**config.mk**
```make
export PLATFORM = sky130hd
export DESIGN_NAME = mac_tile_sequencer
export DESIGN_NICKNAME = d
export VERILOG_FILES = /design/src/rtl/mac_tile_sequencer.sv
export SDC_FILE = /design/constraint.sdc
export NUM_CORES = 1
export LEC_CHECK = 0
export CAP_MARGIN = 20
export CORE_AREA = 2 2 266 268
export CTS_CLUSTER_DIAMETER = 80
export CTS_CLUSTER_SIZE = 20
export DETAILED_ROUTE_END_ITERATION = 16
export DIE_AREA = 0 0 268 270
export GPL_ROUTABILITY_DRIVEN = 0
export HOLD_SLACK_MARGIN = 0.06
export PLACE_DENSITY = 0.39
export SYNTH_ARGS = -nofsm -noshare
export SYNTH_HDL_FRONTEND = slang
export SYNTH_SLANG_ARGS = --single-unit
export TNS_END_PERCENT = 100
```
**constraint.sdc**
```tcl
create_clock -name clk -period 6.4 [get_ports clk]
set_input_delay 1.92 -clock clk [delete_from_list [all_inputs] [get_ports clk]]
set_output_delay 1.92 -clock clk [all_outputs]
set_load 0.005 [all_outputs]
```
**src/rtl/mac_tile_sequencer.sv**
```systemverilog
// mac_tile_sequencer: runs one NxN MAC tile job -- bias load, skewed accumulate enables, drain, row-by-row readout.
// Latency: first out_valid 1 + k_len + 2N-2 cycles after the BIAS cycle when feed_valid never stalls.
// Backpressure: feed_valid low inserts a diagonal enable bubble; out_ready low holds out_row/out_row_idx.
// Optional build macro MAC_SEQ_RELU_EN: negative result lanes are driven as zero on out_row.
module mac_tile_sequencer #(
    parameter int N   = 4,
    parameter int K_W = 16,
    localparam int RW = (N > 1) ? $clog2(N) : 1
) (
    input  logic               clk,
    input  logic               reset,
    input  logic               start_valid,
    output logic               start_ready,
    input  logic [K_W-1:0]     k_len,
    input  logic               feed_valid,
    output logic               feed_ready,
    output logic               mac_load_bias,
    output logic [N*N-1:0]     mac_enable,
    input  logic [N*N*32-1:0]  sum_in,
    output logic               out_valid,
    input  logic               out_ready,
    output logic [N*32-1:0]    out_row,
    output logic [RW-1:0]      out_row_idx,
    output logic               out_last,
    output logic               busy
);

    // Skew history depth: PE(r,c) needs the accept from r+c cycles ago, delay 0 is combinational.
    localparam int SK = (N > 1) ? 2 * N - 2 : 1;

    typedef enum logic [2:0] {
        S_IDLE  = 3'd0,
        S_BIAS  = 3'd1,
        S_FEED  = 3'd2,
        S_DRAIN = 3'd3,
        S_OUT   = 3'd4
    } state_t;

    state_t         state;
    state_t         state_nxt;
    logic [K_W-1:0] k_q;
    logic [K_W-1:0] cnt_q;
    logic [SK-1:0]  skew_q;
    logic [SK-1:0]  skew_shift;
    logic [RW-1:0]  row_q;
    logic           accept;
    logic           last_row;
    logic [31:0]    lane;

    assign accept   = feed_valid && feed_ready;
    assign last_row = (row_q == RW'(N - 1));

    // Operand beats are taken only while the job still owes beats.
    always_comb begin
        feed_ready = 1'b0;
        if (state == S_FEED && cnt_q < k_q) begin
            feed_ready = 1'b1;
        end
    end

    // Next value of the accept history: new accept enters at delay 1, older ones age by one.
    always_comb begin
        skew_shift    = '0;
        skew_shift[0] = (N > 1) ? accept : 1'b0;
        for (int i = 1; i < SK; i++) begin
            skew_shift[i] = skew_q[i-1];
        end
    end

    // State register.
    always_ff @(posedge clk or posedge reset) begin
        if (reset) begin
            state <= S_IDLE;
        end else begin
            state <= state_nxt;
        end
    end

    // Next-state and control outputs.
    always_comb begin
        state_nxt     = state;
        start_ready   = 1'b0;
        busy          = 1'b1;
        mac_load_bias = 1'b0;
        out_valid     = 1'b0;
        case (state)
            S_IDLE: begin
                start_ready = 1'b1;
                busy        = 1'b0;
                if (start_valid) begin
                    state_nxt = S_BIAS;
                end
            end
            S_BIAS: begin
                mac_load_bias = 1'b1;
                state_nxt     = (k_q == '0) ? S_DRAIN : S_FEED;
            end
            S_FEED: begin
                if (accept && (cnt_q + K_W'(1)) == k_q) begin
                    state_nxt = S_DRAIN;
                end
            end
            S_DRAIN: begin
                // Leave once the last in-flight enable has reached the far corner PE.
                if (skew_shift == '0) begin
                    state_nxt = S_OUT;
                end
            end
            S_OUT: begin
                out_valid = 1'b1;
                if (out_ready && last_row) begin
                    state_nxt = S_IDLE;
                end
            end
            default: begin
                state_nxt = S_IDLE;
            end
        endcase
    end

    // Job depth latch and accepted-beat counter.
    always_ff @(posedge clk or posedge reset) begin
        if (reset) begin
            k_q   <= '0;
            cnt_q <= '0;
        end else if (state == S_IDLE && start_valid) begin
            k_q   <= k_len;
            cnt_q <= '0;
        end else if (accept) begin
            cnt_q <= cnt_q + K_W'(1);
        end
    end

    // Accept history shifts while operands are flowing through the array, otherwise held clear.
    always_ff @(posedge clk or posedge reset) begin
        if (reset) begin
            skew_q <= '0;
        end else if (state == S_FEED || state == S_DRAIN) begin
            skew_q <= skew_shift;
        end else begin
            skew_q <= '0;
        end
    end

    // Output row index: zero on entry to OUT, advances per accepted row.
    always_ff @(posedge clk or posedge reset) begin
        if (reset) begin
            row_q <= '0;
        end else if (state != S_OUT) begin
            row_q <= '0;
        end else if (out_ready) begin
            row_q <= last_row ? '0 : row_q + RW'(1);
        end
    end

    // Diagonal enable wavefront: PE(r,c) sees the accept from r+c cycles earlier.
    always_comb begin
        mac_enable = '0;
        if (state == S_FEED || state == S_DRAIN) begin
            for (int r = 0; r < N; r++) begin
                for (int c = 0; c < N; c++) begin
                    if (r + c == 0) begin
                        mac_enable[r*N+c] = accept;
                    end else begin
                        mac_enable[r*N+c] = skew_q[r+c-1];
                    end
                end
            end
        end
    end

    // Result row mux, forced to zero outside OUT.
    always_comb begin
        out_row = '0;
        lane    = '0;
        if (out_valid) begin
            for (int c = 0; c < N; c++) begin
                lane = sum_in[32*(int'(row_q)*N + c) +: 32];
`ifdef MAC_SEQ_RELU_EN
                if (lane[31]) begin
                    lane = '0;
                end
`else
`endif
                out_row[32*c +: 32] = lane;
            end
        end
    end

    assign out_row_idx = row_q;
    assign out_last    = out_valid && last_row;

endmodule

```
# Word level (Yosys, flattened, before mapping)
# Cells that the tools add are included.
# op_classes
n_reduce_logical,13
magnitude_cmp,1
n_eq_ne,11
n_shift,4
n_addsub,5
muxes,19
# op_table
op,n
$shiftx 512x11->32,3
$shiftx 512x10->32,1
$mux 128,1
$mux 16,3
$add 16x1->16 const B,1
$eq 16x16->1,1
$logic_not 16->1,1
$lt 16x16->1,1
$pmux 3 s5,1
$mux 3,4
$add 4x2->5 const B,2
$ne 2x2->1 const B,4
$eq 3x2->1 const B,2
$logic_and 1x1->1,6
$logic_not 6->1,1
$mux 1,6
$mux 2,3
$mux 6,1
$add 4x1->5 const B,1
$reduce_and 4->1,1
$reduce_bool 2->1,2
$eq 3x1->1 const B,1
$eq 3x3->1 const B,1
$logic_not 3->1,1
other kinds (4),4
# word_totals
ff_bits,43
output_inout_bits,152

# Logic depth before layout (Yosys ltp)
# Gate-level depths: netlist (run 1).
# depth
ltp_word,7
mapped_depth,10
depth_no_buf,9

# Worst setup path after synthesis (run 1)
# Ideal clock, no wire load.
# synth_path
path_kind,input to output
from,input port feed_valid
to,output port mac_enable[0]
arrival_ns,2.564
stages,5
slack_ns,1.916
required_ns,4.480
cell_sequence,nand3b_1 a211oi_2 nand3_4 inv_4 buf_6
# synth_between
elab_chain_cells,2
# synth_lines
element,line_no,source
start: declaration,15,"input logic feed_valid,"
$logic_and 1x1->1,50,assign accept = feed_valid && feed_ready;
$mux 16,159,if (state == S_FEED || state == S_DRAIN) begin
end: declaration,18,"output logic [N*N-1:0] mac_enable,"
# Every way passes these cells.

# Worst setup path in the final report (run 1)
# layout_path
from,input port sum_in[347]
to,output port out_row[91]
# layout_between
elab_chain_cells,2
# layout_lines
element,line_no,source
start: declaration,19,"input logic [N*N*32-1:0] sum_in,"
$shiftx 512x11->32,178,lane = sum_in[32*(int'(row_q)*N + c) +: 32];
$mux 128,176,if (out_valid) begin
end: declaration,22,"output logic [N*32-1:0] out_row,"
# Every way passes these cells.

==> impl_metrics.json, run 1 <==
{
  "crit_type": "in2out",
  "ys_types": 61,
  "antenna_found_initial": 81,
  "async_flop_share_pct": 100,
  "first_pass_iters": 5,
  "postPlaceCellArea_mm2": 0.0148,
  "crit_path_start_kind": "input pin",
  "cp.buffers_inverters": 2,
  "syn_area_per_cell_um2": 10.9,
  "post_cts_buffers": 0,
  "outcome": "finished, final reports clean",
  "core_mm2": 0.0695,
  "finalNetCount": 1815,
  "die_area_mm2": 0.0724,
  "worstPathMaxFanout": 1,
  "fp.dieH_um": 270,
  "drive_gt1_share_pct": 14.9,
  "ir_worst_vdd_uv": 216,
  "hold_viol": 0,
  "worst_slew_pin_slew_ns": 0.991,
  "clk_latency_ns": 0.29,
  "cp.arrival_ns": 3.79,
  "num_rows": 97,
  "wire_per_inst_um": 30.4,
  "path_cells": "clkdlybuf4s50_1, mux4_2, and3_1, clkdlybuf4s50_1",
  "path_common_cell": "clkdlybuf4s50_1",
  "syn_nets": 1187,
  "io_buffer_count": 684,
  "required_ns": 4.48,
  "dieWidth_um": 268,
  "synth_top_area_share_pct": 41.4,
  "fin_crit_sh_pct": 89.3,
  "rsz0062_at_grt": "false",
  "fin_tns_setup_ns": 0,
  "synth_area_mm2": 0.00696,
  "drtIter0Drc": 492,
  "synth-seq-cells": 43,
  "initial_utilization_pct": 10.0,
  "clock_skew_ns": 0.00802,
  "setup_viol": 0,
  "synth_seq_area_share_pct": 15.5,
  "critPathTopFamily": "buffers and inverters",
  "clk_pin_slew_worst_paths_ns": 0.06,
  "cts_tree": "yes",
  "root_buffer": "clkbuf_16",
  "endpoint_kind": "primary output",
  "area_growth_pct": 115,
  "wirelength_mm": 67.5,
  "cpMaxStageDelayCell": "mux4_2",
  "totalPowerFinal_uw": 2370,
  "grt_pass1_wl_mm": 87.9,
  "grt_usage_pct": 18.0,
  "holdBufCountCts": 0,
  "io_pins": 685,
  "clock.fmax_mhz": 175,
  "power_density_mw_per_mm2": 159,
  "leakage_uw": 0.00555,
  "hold_path_class": "reg2reg",
  "cts_buffers": 5,
  "first_global_vias": 9471,
  "grt_max_degree": 85,
  "cts_resized": 0,
  "yosysTopAreaCell": "mux4_2",
  "htree_levels": 2,
  "clockBufferDepth": 2,
  "yosys_warnings": 0,
  "final_area_mm2": 0.0150,
  "maxSlewViolCount": 0,
  "remaining_drc_errors": 0,
  "grt_overflow": 0,
  "synth_edf_count": 0,
  "period_needed_ns": 5.71,
  "vias_per_cell": 4.12,
  "ys.flop_type": "dfrtp_1",
  "vias": 9136,
  "cts_sinks": 43,
  "yosys-top-cells-area": "mux4_2 41%, dfrtp_1 15%, and3_1 12%, ha_1 3.2%, mux2_2 2.6%",
  "syn_inst": 636,
  "max_slew_margin_pct": 33.8,
  "hpwl_mm": 59.5,
  "maxCapViolCount": 0,
  "max_stage_delay_ns": 0.66,
  "ant_nets": 0,
  "synth_commonest_cells": "136 x and3_1, 128 x mux4_2, 43 x dfrtp_1, 39 x clkbuf_1, 24 x inv_1",
  "synth.most_common_cell": "and3_1"
}
final timing paths:
kind                              from        endpoint  slack (ns)  cells after the start
min                          skew_q[0]       skew_q[1]        0.58                      1
min in group asynchronous        reset       skew_q[5]        2.08                      3
min reg2reg                  skew_q[0]       skew_q[1]        0.58                      1
max in group asynchronous        reset  out_row_idx[0]        3.87                      3
max reg2reg                   cnt_q[7]        cnt_q[2]        3.49                      9
max                        sum_in[347]     out_row[91]        0.69                      4
final cells by class:
| class | instances | area [µm²] |
|---|---|---|
| Antenna cell | 12 | 30.0 |
| Clock buffer | 7 | 143 |
| Clock inverter | 1 | 5.00 |
| Fill cell | 7529 | 54600 |
| Inverter | 25 | 96.3 |
| Multi-Input combinational cell | 489 | 5430 |
| Sequential cell | 43 | 1090 |
| Tap cell | 940 | 1180 |
| Timing Repair Buffer | 700 | 6990 |
kinds of logic (layout without fill, tap and decap cells):
logic type | count (synthesis) | after routing | synth area share (%)
xor gates and xnor gates | 15 | 15 | 1.89
AOI/OAI and AO/OA | 57 | 57 | 5.68
muxes | 152 | 152 | 45.1
DFF | 43 | 43 | 15.5
buffers and inverters | 104 | 733 | 6.74
adders and majority gates | 18 | 18 | 3.23
other | 0 | 12 | 0
and+or+nand+nor | 247 | 247 | 21.9
layout by cell type (no fill, tap or decap), types with 3 or more instances in the layout:
master,instances
nand2b_1,6
or3_1,8
a21oi_1,16
xnor2_1,10
nor4_1,5
dfrtp_4,3
clkdlybuf4s50_1,684
buf_4,13
dfrtp_1,40
nand3_2,4
nor3_1,9
mux2_2,16
xor2_1,5
mux2i_1,7
nand4_1,8
and2_1,7
inv_1,24
and3_1,136
nand3_1,11
or4_1,4
mux4_2,128
diode_2,12
clkbuf_16,5
a211o_1,4
o21ai_0,8
ha_1,18
a21o_1,7
nor3b_1,3
nand2_1,22
nor2_1,10
per-layer routing:
| layer | vias to the layer above | GRT usage, % | part of all wire [%] | wire length (µm) |
|---|---|---|---|---|
| met4 | 32 | 2.93 | 1.9 | 1260 |
| li1 | 3820 | - | - | - |
| met2 | 627 | 30.5 | 48 | 32100 |
| met3 | 124 | 7.61 | 12 | 7870 |
| met1 | 4533 | 21.2 | 38 | 26000 |
| met5 | - | 0 | 0.31 | 209 |
report_power, final:
part,internal (µW),switching (µW)
registers,347,171
clock network,155,112
logic,874,714
state kept, by name (all words and copies together), names as in the netlist:
signal / count
out_row_idx: 2
skew_q: 6
state: 3
cnt_q: 16
k_q: 16
metrics by stage:
stage | hold slack [ns] | setup slack, ns | instances | util [%]
global route | 0.617 | 0.739 | 2212 | 21.5
floorplan | 0.501 | 1.92 | 636 | -
finish | 0.579 | 0.687 | 2217 | 21.5
detailed placement | 0.566 | 0.751 | 2197 | 21.2
global placement | 0.571 | 0.724 | 2196 | 21.2
CTS | 0.590 | 0.730 | 2205 | 21.5
worst register-to-register path, stage by stage, from the launching register on:
cell     delay (ns)
dfrtp_1        0.55
ha_1           0.40
nand4_1        0.14
or3_1          0.36
a21o_1         0.24
nand3_4        0.26
inv_4          0.05
buf_4          0.20
a21oi_2        0.43
a211o_1        0.21
Note: power is estimated with default switching activity, not from simulation.
==> run 2, diff against run 1 <==
- clock period: 6.4 -> 6.7 ns (I/O delays scaled with it)
==> run 2 against run 1 <==
- count of clock-buffer cells in the layout is 2 lower
- cell area about the same
- combinational power decreased by 4%
- clock skew decreased by 0.00096 ns
- final cell count is 0.27% lower
- power is 4.5% lower
- sequential power decreased by 6.4%
- sequential share of layout area hardly changed
- register-to-register slack improved by 0.34 ns
- critical endpoint is now mac_enable[0]
- largest power group unchanged
==> impl_metrics.json, run 2 (same netlist as run 1, synthesis figures left out) <==
{
  "antenna_found_initial": 75,
  "holdPathStages": 1,
  "initial_utilization_pct": 10.0,
  "fin_crit_sh_pct": 88.0,
  "cts_resized": 0,
  "first_pass_iters": 5,
  "p_int_uw": 1310,
  "outcome": "finished, final reports clean",
  "htree_levels": 2,
  "reg2reg_depth": 9,
  "io_buffer_count": 684,
  "grt_overflow": 0,
  "crit_path_start_kind": "input pin",
  "ir_worst_vdd_uv": 181,
  "wirelength_mm": 66.9,
  "hold_viol": 0,
  "power_frac_comb_pct": 67.5,
  "vias_per_cell": 4.05,
  "crit_type": "in2out",
  "io_pins": 685,
  "hold_slack_ns": 0.584,
  "rsz0062_at_grt": "false",
  "cts_sinks": 43,
  "cts_tree": "yes",
  "hpwl_mm": 58.6,
  "drtIter0Drc": 500,
  "period_needed_ns": 5.89,
  "root_buffer": "clkbuf_16",
  "fp.dieH_um": 270,
  "routed.top_layer": "met5",
  "power_switching_share_pct": 42.2,
  "leakage_uw": 0.00552,
  "setup_viol": 0,
  "cts_buffers": 5,
  "finalNetCount": 1809,
  "dp_slack_ns": 0.798,
  "endpoint_kind": "primary output",
  "clk_latency_ns": 0.29,
  "remaining_drc_errors": 0,
  "ant_nets": 0,
  "r2r_start": "k_q[15]",
  "final_common_cell": "clkdlybuf4s50_1",
  "fin_tns_setup_ns": 0,
  "vias": 8962,
  "grt_usage_pct": 17.7,
  "r2r_end": "cnt_q[7]",
  "holdBufCountCts": 0,
  "grt_max_degree": 108,
  "maxCapViolCount": 0,
  "largest_registers": "cnt_q (16), k_q (16), skew_q (6)",
  "clockBufferDepth": 2,
  "wl_met3_mm": 7.94,
  "dieWidth_um": 268,
  "post_cts_buffers": 0,
  "cp.arrival_ns": 3.88,
  "seqPwrFrac_pct": 21.4,
  "hold_path_class": "reg2reg",
  "min_to": "k_q[0]",
  "clockPowerShare_pct": 11.1,
  "setup_ws_ns": 0.805,
  "power_switching_uw": 957,
  "max_slew_margin_pct": 30.8,
  "final_cell_mix": "684 x clkdlybuf4s50_1, 136 x and3_1, 128 x mux4_2",
  "die_area_mm2": 0.0724,
  "grt_pass1_wl_mm": 86.3,
  "final_cells": 2211,
  "wire_per_inst_um": 30.2,
  "clk_pin_slew_worst_paths_ns": 0.06,
  "power_density_mw_per_mm2": 152,
  "core_mm2": 0.0695,
  "clock.fmax_mhz": 170,
  "fin_util_pct": 21.5,
  "num_rows": 97,
  "required_ns": 4.69,
  "area_growth_pct": 115,
  "maxSlewViolCount": 0,
  "reg2reg_slack_ns": 3.83,
  "drive_gt1_share_pct": 14.5,
  "worstPathMaxFanout": 18,
  "wl_met2_mm": 32.3,
  "met1_length_mm": 25.5,
  "placed_cells": 2191,
  "first_global_vias": 9366,
  "worst_slew_pin_slew_ns": 1.04,
  "holdCritStartpoint": "k_q[0]",
  "clock_skew_ns": 0.00707
}
==> run 2: cell count changes in the layout (fill, tap and decap cells not counted) <==
cell | before | now
buf_12 | 2 | 5
buf_4 | 13 | 4
clkbuf_1 | 1 | 0
clkbuf_8 | 1 | 0
clkinv_2 | 1 | 0
clkinvlp_4 | 0 | 2
inv_6 | 0 | 1
==> run 2: power groups by stage <==
| stage | clock [µW] | combinational, µW | sequential, µW |
|---|---|---|---|
| floorplan | 0 | 760 | 400 |
| global placement | 0 | 1550 | 491 |
| detailed placement | 0 | 1540 | 494 |
| CTS | 264 | 1550 | 489 |
| global route | 276 | 1650 | 504 |
| finish | 252 | 1530 | 485 |
==> run 2: worst max path at each step <==
| stage | startpoint | endpoint | slack (ns) | cells past startpoint |
|---|---|---|---|---|
| after global placement | feed_valid | mac_enable[0] | 0.78 | 6 |
| after floorplan | feed_valid | mac_enable[0] | 2.04 | 5 |
| after global routing | feed_valid | mac_enable[0] | 0.73 | 6 |
| final | feed_valid | mac_enable[0] | 0.81 | 6 |
| after CTS | feed_valid | mac_enable[0] | 0.80 | 6 |
| after detailed placement | feed_valid | mac_enable[0] | 0.80 | 6 |
==> run 2: per-layer routing <==
layer	track usage (%)	up-vias
li1	-	3820
met1	20.6	4376
met2	30.6	615
met3	7.84	115
met4	2.16	36
met5	0	-
==> run 2: final cells by class <==
cell class | instances | area [µm²]
clock buffers | 5 | 125
well taps | 940 | 1180
clock inverters | 3 | 23.8
multi-input cells | 489 | 5430
diodes | 12 | 30.0
inverters | 25 | 96.3
fillers | 7557 | 54600
repair buffers | 694 | 6980
flip-flops and latches | 43 | 1090
==> run 2: critical path, stage by stage <==
cell and delay, ns:
clkdlybuf4s50_1 0.46, nand3b_1 0.09, a211oi_2 0.26, nand3_4 0.27
inv_4 0.26, clkdlybuf4s50_1 0.53
==> run 2: through the flow <==
step / instance area [µm²] / total power (µW)
CTS: 14900 / 2300
finish: 14900 / 2270
global placement: 14800 / 2040
global route: 14900 / 2430
floorplan: 6960 / 1160
detailed placement: 14800 / 2040
==> run 3, diff against run 2 <==
- TNS_END_PERCENT: 100 -> 20
==> results of run 3 <==
Same layout as run 2: the final DEF is identical, and so are final timing and power.
